===== src/rtl/smolproc_pkg.sv =====
// Shared widths and writeback FSM state encoding, common to the register file,
// decode and writeback stages.
package smolproc_pkg;

  localparam int DATA_W = 8;
  localparam int ADDR_W = 2;
  localparam int MEM_AW = 8;

  typedef enum logic {
    WB_IDLE,
    WB_LOAD_WAIT
  } wb_state_t;

endpackage


===== src/rtl/writeback_unit.sv =====
// Register-file writer: ALU results written 1 cycle after accept, loads 1 cycle after MEM_ack
// or FAULT_DATA after LOAD_TIMEOUT cycles; EX_ready is low for the whole outstanding load.
module writeback_unit
  import smolproc_pkg::*;
#(
  parameter int                 DATA_W       = smolproc_pkg::DATA_W,
  parameter int                 ADDR_W       = smolproc_pkg::ADDR_W,
  parameter int                 MEM_AW       = smolproc_pkg::MEM_AW,
  parameter int                 LOAD_TIMEOUT = 15,
  parameter logic [DATA_W-1:0]  FAULT_DATA   = DATA_W'(8'hFF)
) (
  input  logic              sig_clk,
  input  logic              sig_rst_n,
  input  logic              EX_valid,
  output logic              EX_ready,
  input  logic              EX_is_load,
  input  logic [ADDR_W-1:0] EX_addr_dest,
  input  logic [DATA_W-1:0] EX_data_alu,
  input  logic [MEM_AW-1:0] EX_mem_addr,
  output logic              MEM_req,
  output logic [MEM_AW-1:0] MEM_addr,
  input  logic              MEM_ack,
  input  logic [DATA_W-1:0] MEM_rdata,
  output logic [ADDR_W-1:0] DM_addr_write,
  output logic [DATA_W-1:0] DM_data_write,
  output logic              DM_sig_write,
  input  logic [ADDR_W-1:0] ID_addr_read_a,
  input  logic [ADDR_W-1:0] ID_addr_read_b,
  output logic              ID_sig_hazard,
  output logic              sig_load_fault
);

  localparam int CNT_W = $clog2(LOAD_TIMEOUT + 1);

  wb_state_t          state, state_nxt;
  logic [CNT_W-1:0]   cnt;
  logic [ADDR_W-1:0]  pend_dest;
  logic               load_accept;
  logic               wr_nxt;
  logic [ADDR_W-1:0]  wr_addr_nxt;
  logic [DATA_W-1:0]  wr_data_nxt;
  logic               fault_nxt;

  always_ff @(posedge sig_clk or negedge sig_rst_n) begin
    if (!sig_rst_n) begin
      state <= WB_IDLE;
    end else begin
      state <= state_nxt;
    end
  end

  always_comb begin
    state_nxt   = state;
    EX_ready    = 1'b0;
    load_accept = 1'b0;
    wr_nxt      = 1'b0;
    wr_addr_nxt = DM_addr_write;
    wr_data_nxt = DM_data_write;
    fault_nxt   = 1'b0;
    case (state)
      WB_IDLE: begin
        EX_ready = 1'b1;
        if (EX_valid) begin
          if (EX_is_load) begin
            load_accept = 1'b1;
            state_nxt   = WB_LOAD_WAIT;
          end else begin
            wr_nxt      = 1'b1;
            wr_addr_nxt = EX_addr_dest;
            wr_data_nxt = EX_data_alu;
          end
        end
      end
      WB_LOAD_WAIT: begin
        // An ack on the final wait cycle takes priority over the timeout.
        if (MEM_ack) begin
          wr_nxt      = 1'b1;
          wr_addr_nxt = pend_dest;
          wr_data_nxt = MEM_rdata;
          state_nxt   = WB_IDLE;
        end else if (cnt == CNT_W'(LOAD_TIMEOUT - 1)) begin
          wr_nxt      = 1'b1;
          wr_addr_nxt = pend_dest;
          wr_data_nxt = FAULT_DATA;
          fault_nxt   = 1'b1;
          state_nxt   = WB_IDLE;
        end
      end
      default: state_nxt = WB_IDLE;
    endcase
  end

  always_ff @(posedge sig_clk or negedge sig_rst_n) begin
    if (!sig_rst_n) begin
      MEM_addr       <= '0;
      pend_dest      <= '0;
      cnt            <= '0;
      DM_sig_write   <= 1'b0;
      DM_addr_write  <= '0;
      DM_data_write  <= '0;
      sig_load_fault <= 1'b0;
    end else begin
      DM_sig_write   <= wr_nxt;
      DM_addr_write  <= wr_addr_nxt;
      DM_data_write  <= wr_data_nxt;
      sig_load_fault <= fault_nxt;
      if (load_accept) begin
        MEM_addr  <= EX_mem_addr;
        pend_dest <= EX_addr_dest;
        cnt       <= '0;
      end else if (state == WB_LOAD_WAIT && !MEM_ack && cnt != CNT_W'(LOAD_TIMEOUT)) begin
        cnt <= cnt + 1'b1;
      end
    end
  end

  // Request follows the state register, so an async reset drops it immediately.
  assign MEM_req = (state == WB_LOAD_WAIT);

  assign ID_sig_hazard = (state == WB_LOAD_WAIT) &&
                         ((ID_addr_read_a == pend_dest) || (ID_addr_read_b == pend_dest));

endmodule


===== config.mk =====
export PLATFORM = sky130hd
export DESIGN_NAME = writeback_unit
export DESIGN_NICKNAME = d
export VERILOG_FILES = /design/src/rtl/smolproc_pkg.sv /design/src/rtl/writeback_unit.sv
export SDC_FILE = /design/constraint.sdc
export NUM_CORES = 1
export LEC_CHECK = 0
export CELL_PAD_IN_SITES_DETAIL_PLACEMENT = 0
export CELL_PAD_IN_SITES_GLOBAL_PLACEMENT = 1
export CORE_UTILIZATION = 32
export DETAILED_ROUTE_END_ITERATION = 10
export GPL_TIMING_DRIVEN = 0
export PLACE_DENSITY = 0.74
export SETUP_SLACK_MARGIN = 0.3
export SYNTH_ARGS = -nofsm -noshare
export SYNTH_HDL_FRONTEND = slang
export SYNTH_SLANG_ARGS = --single-unit

===== constraint.sdc =====
create_clock -name sig_clk -period 1.79 [get_ports sig_clk]
set_input_delay 0.2685 -clock sig_clk [delete_from_list [all_inputs] [get_ports sig_clk]]
set_output_delay 0.2685 -clock sig_clk [all_outputs]
set_load 0.01 [all_outputs]

==> results of run 1 <==
cell families (layout without fill, tap and decap cells):
family | count (synthesis) | count (layout) | share of synthesized area
AO/OA/AOI/OAI | 24 | 24 | 0.129
XOR/XNOR | 4 | 4 | 0.0244
adder cells (fa/ha/maj) | 2 | 2 | 0.0174
buffers and inverters | 13 | 81 | 0.0522
flip-flops | 27 | 27 | 0.470
multiplexers | 23 | 23 | 0.171
AND/OR/NAND/NOR | 27 | 27 | 0.136
power by group:
| part | total, mW | leakage (nW) | internal (mW) | switching, mW |
|---|---|---|---|---|
| combinational | 0.765 | 0.705 | 0.462 | 0.303 |
| sequential | 0.856 | 0.329 | 0.746 | 0.109 |
| clock | 0.345 | 0.0228 | 0.159 | 0.185 |
| total | 1.97 | 1.06 | 1.37 | 0.598 |
critical path: cells and delay by family:
kind / cells / cell delay, ns
buffers and inverters: 2 / 0.57
AOI/OAI and AO/OA: 1 / 0.18
and+or+nand+nor: 1 / 0.05
xor gates and xnor gates: 1 / 0.16
routing by layer:
metal,vias to the layer above,part of all wire,track usage
li1,583,-,-
met2,35,0.51,0.286
met1,601,0.44,0.197
met3,2,0.043,0.0380
met5,-,0,0
met4,0,0.0045,0.0272
placed cells by master (no fill, tap or decap), types with 2 or more instances in the layout:
cell type,count
sky130_fd_sc_hd__ha_1,2
sky130_fd_sc_hd__buf_6,3
sky130_fd_sc_hd__nor4bb_1,7
sky130_fd_sc_hd__o221a_2,2
sky130_fd_sc_hd__clkbuf_8,3
sky130_fd_sc_hd__nand4_1,2
sky130_fd_sc_hd__nand2_1,5
sky130_fd_sc_hd__inv_1,3
sky130_fd_sc_hd__dfrtp_1,24
sky130_fd_sc_hd__buf_2,5
sky130_fd_sc_hd__o211ai_1,8
sky130_fd_sc_hd__dfrtp_2,3
sky130_fd_sc_hd__nor2_1,5
sky130_fd_sc_hd__xnor2_2,3
sky130_fd_sc_hd__clkdlybuf4s50_1,42
sky130_fd_sc_hd__a31oi_1,8
sky130_fd_sc_hd__buf_4,9
sky130_fd_sc_hd__mux2i_1,13
sky130_fd_sc_hd__dlymetal6s2s_1,8
sky130_fd_sc_hd__dlygate4sd2_1,4
sky130_fd_sc_hd__a21o_2,2
sky130_fd_sc_hd__mux2_2,9
area by class of cell:
class | count | area (µm²)
Sequential cell | 27 | 679
Tap cell | 52 | 65.1
Buffer | 9 | 78.8
Timing Repair Buffer | 64 | 623
Fill cell | 396 | 2100
Clock buffer | 4 | 45.0
Inverter | 4 | 15.0
Multi-Input combinational cell | 80 | 714
final timing paths:
| kind | end | cells after the start |
|---|---|---|
| setup / recovery | ID_sig_hazard | 5 |
| hold / removal | MEM_addr[7] | 1 |
| setup reg to reg | DM_data_write[0] | 6 |
| hold reg to reg | MEM_addr[7] | 1 |
| max in group asynchronous | MEM_req | 1 |
| min in group sig_clk | MEM_addr[7] | 1 |
through the flow:
step	hold slack (ns)	cell area (µm²)	utilization	total power [mW]	setup TNS (ns)
3_3_place_gp	0.490	2070	0.479	1.56	-0.184
6_report	0.00272	2220	0.514	1.97	0
3_5_place_dp	0.497	2070	0.479	1.59	-0.676
2_1_floorplan	-0.0271	1440	-	1.20	0
4_1_cts	0.416	2150	0.498	1.95	0
5_1_grt	0.0381	2220	0.514	2.10	0
registers in the layout (all words and copies together), names as in the netlist:
| register | flops |
|---|---|
| DM_addr_write | 2 |
| DM_data_write | 8 |
| DM_sig_write | 1 |
| MEM_addr | 8 |
| MEM_req | 1 |
| cnt | 4 |
| pend_dest | 2 |
| sig_load_fault | 1 |
repair_timing:
item | 4_1_cts | 5_1_grt
resized for setup | 16 | 18
pin swaps | 3 | 1
buffers inserted | 4 | 3
setup endpoints to repair | 19 | 19
==> insert_results.sql, run 1 <==
INSERT INTO impl_metrics (metric_group, metric, value, unit) VALUES
('floorplan', 'total_die_area', '0.00476', 'mm²'),
('clock_tree', 'cts_buffer_depth', '2', ''),
('synth', 'syn_nets', '157', ''),
('synth', 'netlist_top_cells_count', 'sky130_fd_sc_hd__dfrtp_1, sky130_fd_sc_hd__mux2i_1, sky130_fd_sc_hd__mux2_2', ''),
('clock_tree', 'cts_max_level', '1', ''),
('placement', 'post_place_setup_slack', '-0.113', 'ns'),
('setup_path', 'cp-end-kind', 'output port', ''),
('synth', 'synth.top_cell.area_share', '0.470', ''),
('synth', 'synth.cell_area', '0.00144', 'mm²'),
('clock_tree', 'hold_buffers', '0', ''),
('global_route', 'global_route_wire_length_before_repair', '6.16', 'mm'),
('synth', 'synth-seq-cells', '27', ''),
('floorplan', 'number_of_placement_rows', '24', ''),
('setup_path', 'critical_path_arrival', '1.24', 'ns'),
('setup_path', 'cpPeakStageDelay', '0.44', 'ns'),
('finish', 'net_count_of_the_finished_layout', '226', ''),
('routing', 'drc_errors', '0', ''),
('setup_path', 'timing.reg2reg.setup_slack', '0.40', 'ns'),
('finish', 'num_antenna_cells', '0', ''),
('timing', 'min_period_over_period', '0.841', ''),
('routing', 'drt-wirelength-per-cell', '15.8', 'µm'),
('synth', 'synth_edf_count', '0', ''),
('routing', 'viasPerCell', '5.09', ''),
('setup_path', 'timing.critical_path.cells', 'clkdlybuf4s50_1 -> xnor2_2 -> a22oi_2 -> nor2_1 -> buf_2', ''),
('floorplan', 'starting_utilization_of_the_core_area', '0.332', ''),
('setup_path', 'critPathSlowestCell', 'sky130_fd_sc_hd__clkdlybuf4s50_1', ''),
('finish', 'areaGrowthSynthToFinish', '54.5', '%'),
('power', 'ir_worst_vdd', '0.697', 'mV'),
('power', 'power.density_cell_area', '885', 'mW/mm²'),
('timing', 'setup_slack', '0.284', 'ns'),
('global_route', 'overall_track_demand_over_capacity_in_global_routing', '0.160', ''),
('placement', 'number_of_buffers_inserted_by_port_buffering', '57', ''),
('timing', 'timing.max_slew.rel_slack', '0.575', ''),
('synth', 'synthArstFlopShare', '1.00', ''),
('floorplan', 'die_h', '69.0', 'µm'),
('clock_tree', 'clk_transition_reported_paths', '0.10', 'ns'),
('synth', 'synth.distinct_cells', '30', ''),
('synth', 'yosys.cell_count.top_type', 'sky130_fd_sc_hd__dfrtp_1', ''),
('routing', 'postRouteWirelength', '3.80', 'mm'),
('run_status', 'run_status', 'complete, no violations', ''),
('timing', 'report.final.setup_viol', '0', ''),
('routing', 'num_vias', '1221', ''),
('global_route', 'antenna_found_initial', '0', ''),
('run', 'cap_violations', '0', ''),
('routing', 'dr.pass1.iters', '4', ''),
('finish', 'layout-drive-gt1-share', '0.255', ''),
('global_route', 'grt_overflow_total', '0', ''),
('global_route', 'grt_start_max_net_pins', '28', ''),
('synth', 'synth.avg_cell_area', '12.0', 'µm²'),
('routing', 'antenna_violating_nets_post_route', '0', ''),
('placement', 'hpwl', '2.77', 'mm'),
('finish', 'instances_no_fill', '240', ''),
('worst_hold_path', 'hold_path.class', 'input port to asynchronous set/reset pin', ''),
('placement', 'numPlacedInstances', '229', ''),
('timing', 'final_hold_viol_count', '0', ''),
('clock_tree', 'tritoncts', 'built', ''),
('timing', 'grt_setup_unrepaired', 'yes', ''),
('synth', 'cell_count_after_synthesis', '120', ''),
('synth', 'synthFlopType', 'sky130_fd_sc_hd__dfrtp_1', ''),
('synth', 'synth_top_area_cell', 'sky130_fd_sc_hd__dfrtp_1', ''),
('floorplan', 'die_x', '69.0', 'µm'),
('clock_tree', 'numClockSinks', '27', ''),
('setup_path', 'worst-endpoint-required', '1.52', 'ns'),
('global_route', 'grt_pass1_vias', '1263', ''),
('setup_path', 'critPathKind', 'input port to output port', ''),
('timing', 'report.final.slew_viol_count', '0', ''),
('synth', 'synth_area_leaders', 'sky130_fd_sc_hd__dfrtp_1, sky130_fd_sc_hd__mux2i_1, sky130_fd_sc_hd__mux2_2, sky130_fd_sc_hd__nor4bb_1, sky130_fd_sc_hd__o211ai_1', ''),
('setup_path', 'cp_max_fo', '1', ''),
('floorplan', 'core', '0.00432', 'mm²'),
('clock_tree', 'cts_bufs_inserted', '3', ''),
('synth', 'synth-warning-count', '0', '');
Power figures use the tool's default switching activity.
==> run 2: changes to the inputs <==
clock period = 1.4 ns   (was 1.79 ns; I/O delays follow)
==> run 2 against run 1 <==
Net effect:
- the run now ends with setup timing left
- via count grew 10%
- die area is the same
- sequential power grew 26%
- register-to-register slack lost 0.43 ns
==> insert_results.sql, run 2 (same netlist as run 1, synthesis figures left out) <==
INSERT INTO impl_metrics (metric_group, metric, value, unit) VALUES
('finish', 'instances_no_fill', '267', ''),
('setup_path', 'critPathSlowestCell', 'sky130_fd_sc_hd__dfrtp_1', ''),
('clock_tree', 'cts_root_buf', 'sky130_fd_sc_hd__clkbuf_8', ''),
('setup_path', 'cp_max_fo', '5', ''),
('floorplan', 'die_x', '69.0', 'µm'),
('floorplan', 'starting_utilization_of_the_core_area', '0.332', ''),
('timing', 'final_hold_viol_count', '0', ''),
('global_route', 'grt_overflow_total', '0', ''),
('timing', 'worst-slew-pin-transition', '0.718', 'ns'),
('placement', 'hpwl', '2.82', 'mm'),
('finish', 'num_antenna_cells', '0', ''),
('run', 'cap_violations', '0', ''),
('clock_tree', 'numClockSinks', '27', ''),
('timing', 'report.final.setup_viol', '9', ''),
('finish', 'layout_commonest_cell', 'sky130_fd_sc_hd__clkdlybuf4s50_1', ''),
('routing', 'postRouteWirelength', '4.53', 'mm'),
('routing', 'met1Wirelength', '1.91', 'mm'),
('global_route', 'antenna_found_initial', '0', ''),
('setup_path', 'timing.rr.start', 'cnt[0]', ''),
('placement', 'number_of_buffers_inserted_by_port_buffering', '57', ''),
('clock_tree', 'cts_buffer_depth', '2', ''),
('global_route', 'global_route_wire_length_before_repair', '7.08', 'mm'),
('clock_tree', 'cts_bufs_inserted', '3', ''),
('global_route', 'overall_track_demand_over_capacity_in_global_routing', '0.186', ''),
('finish', 'reg.largest.list', 'DM_data_write x8, MEM_addr x8, cnt x4', ''),
('timing', 'final_period_minus_worst_setup_slack', '1.43', 'ns'),
('finish', 'layout_common_cells', 'sky130_fd_sc_hd__clkdlybuf4s50_1, sky130_fd_sc_hd__dfrtp_1, sky130_fd_sc_hd__buf_4, sky130_fd_sc_hd__buf_2, sky130_fd_sc_hd__buf_6', ''),
('placement', 'post_place_setup_slack', '-0.445', 'ns'),
('floorplan', 'ioPinCount', '58', ''),
('floorplan', 'core', '0.00432', 'mm²'),
('routing', 'drt-wirelength-per-cell', '16.9', 'µm'),
('floorplan', 'die_h', '69.0', 'µm'),
('run_status', 'failing_checks', 'setup timing', ''),
('setup_path', 'start_kind', 'register', ''),
('timing', 'setup_slack', '-0.0349', 'ns'),
('routing', 'violation_count_after_the_first_detailed_routing_iteration', '60', ''),
('global_route', 'grt_start_max_net_pins', '28', ''),
('setup_path', 'timing.critical_path.cells', 'inv_1 -> ha_2 -> nand3_4 -> or3_4 -> buf_6 -> o211ai_1', ''),
('timing', 'fmax', '697', 'MHz'),
('finish', 'fillCellCount', '378', ''),
('setup_path', 'r2r-end', 'DM_data_write[0]', ''),
('routing', 'antenna_violating_nets_post_route', '0', ''),
('floorplan', 'total_die_area', '0.00476', 'mm²'),
('clock_tree', 'clock_latency', '0.28', 'ns'),
('routing', 'met2_length', '2.45', 'mm'),
('routing', 'dr.pass1.iters', '4', ''),
('timing', 'final.setup_skew', '0.0121', 'ns'),
('placement', 'place.gp.congestion', '0.714', ''),
('clock_tree', 'tritoncts', 'built', ''),
('setup_path', 'cpPeakStageDelay', '0.41', 'ns'),
('finish', 'areaGrowthSynthToFinish', '74.9', '%'),
('routing', 'top_signal_layer_used', 'met4', ''),
('routing', 'num_vias', '1343', ''),
('global_route', 'grt_pass1_vias', '1406', ''),
('power', 'ir_worst_vdd', '0.914', 'mV'),
('setup_path', 'worst-endpoint-required', '1.60', 'ns'),
('placement', 'numPlacedInstances', '229', ''),
('timing', 'timing.max_slew.rel_slack', '0.521', ''),
('power', 'p_leak', '1.18', 'nW'),
('run_status', 'run_status', 'finished, violations left', ''),
('finish', 'net_count_of_the_finished_layout', '253', ''),
('setup_path', 'timing.reg2reg.setup_slack', '-0.03', 'ns'),
('clock_tree', 'cts_max_level', '1', ''),
('setup_path', 'cp-end-kind', 'register', ''),
('timing', 'grt_setup_unrepaired', 'yes', ''),
('worst_hold_path', 'hold_path.class', 'input port to asynchronous set/reset pin', ''),
('setup_path', 'critical_path_arrival', '1.64', 'ns'),
('setup_path', 'rr_worst_depth', '6', ''),
('routing', 'viasPerCell', '5.03', ''),
('timing', 'min_period_over_period', '1.02', ''),
('routing', 'wl_met3', '148', 'µm'),
('clock_tree', 'clk_transition_reported_paths', '0.10', 'ns'),
('power', 'power.density_cell_area', '1100', 'mW/mm²'),
('timing', 'finalHoldWorstSlack', '0.0615', 'ns'),
('timing', 'report.final.slew_viol_count', '0', ''),
('floorplan', 'number_of_placement_rows', '24', ''),
('setup_path', 'critPathKind', 'register to register', ''),
('routing', 'drc_errors', '0', ''),
('finish', 'layout-drive-gt1-share', '0.498', '');
-- run 2: critical path: cells and delay by family, from the launching register on --
| kind | cells | cell delay [ns] |
|---|---|---|
| compound gates | 1 | 0.08 |
| fa+ha+maj | 1 | 0.20 |
| buf+inv | 2 | 0.21 |
| flops | 1 | 0.41 |
| simple gates | 2 | 0.46 |
-- run 2: what timing repair did --
item | in CTS | in global routing
resized for setup | 129 | 22
gates cloned | 1 | 1
endpoints found under the setup margin | 76 | 32
hold buffers | 0 | 0
buffers inserted | 24 | 8
pin swaps | 7 | 6
-- run 2: where the power goes --
group / leakage [nW] / switching [mW] / internal [mW]
logic: 0.820 / 0.495 / 0.731
registers: 0.331 / 0.132 / 0.951
clock network: 0.0255 / 0.256 / 0.200
total: 1.18 / 0.884 / 1.88
-- run 2: per-layer routing --
| metal | global-route usage | vias to the layer above |
|---|---|---|
| met5 | 0 | - |
| met4 | 0.0272 | 0 |
| met3 | 0.0409 | 2 |
| met2 | 0.332 | 26 |
| met1 | 0.235 | 677 |
| li1 | - | 638 |
-- run 2: area by class of cell --
| cell class | instances | area, µm² | area share |
|---|---|---|---|
| plain buffers | 9 | 88.8 | 0.0353 |
| clock buffers | 3 | 41.3 | 0.0164 |
| clock inverters | 1 | 5.00 | 0.00199 |
| inverters | 4 | 17.5 | 0.00697 |
| multi-input cells | 80 | 822 | 0.327 |
| flip-flops and latches | 27 | 677 | 0.269 |
| well taps | 52 | 65.1 | 0.0259 |
| repair buffers | 91 | 798 | 0.317 |
-- run 2: worst max path at each step --
stage / startpoint / to / cells after the start
after detailed placement: sig_rst_n / MEM_req / 1
final: cnt[0] / DM_data_write[0] / 6
after CTS: pend_dest[0] / ID_sig_hazard / 4
after global placement: MEM_req / EX_ready / 4
after global routing: pend_dest[0] / ID_sig_hazard / 4
after floorplan: cnt[0] / DM_data_write[0] / 6
-- run 2: per-stage QoR --
step	utilization	total power [mW]	setup TNS (ns)	instance area [µm²]
after detailed placement	0.480	2.03	-14.35	2080
after global routing	0.582	2.93	-0.662	2510
after floorplan	-	1.53	0	1440
final	0.582	2.77	-0.231	2510
after CTS	0.547	2.64	-0.0266	2360
after global placement	0.480	1.99	-12.27	2080
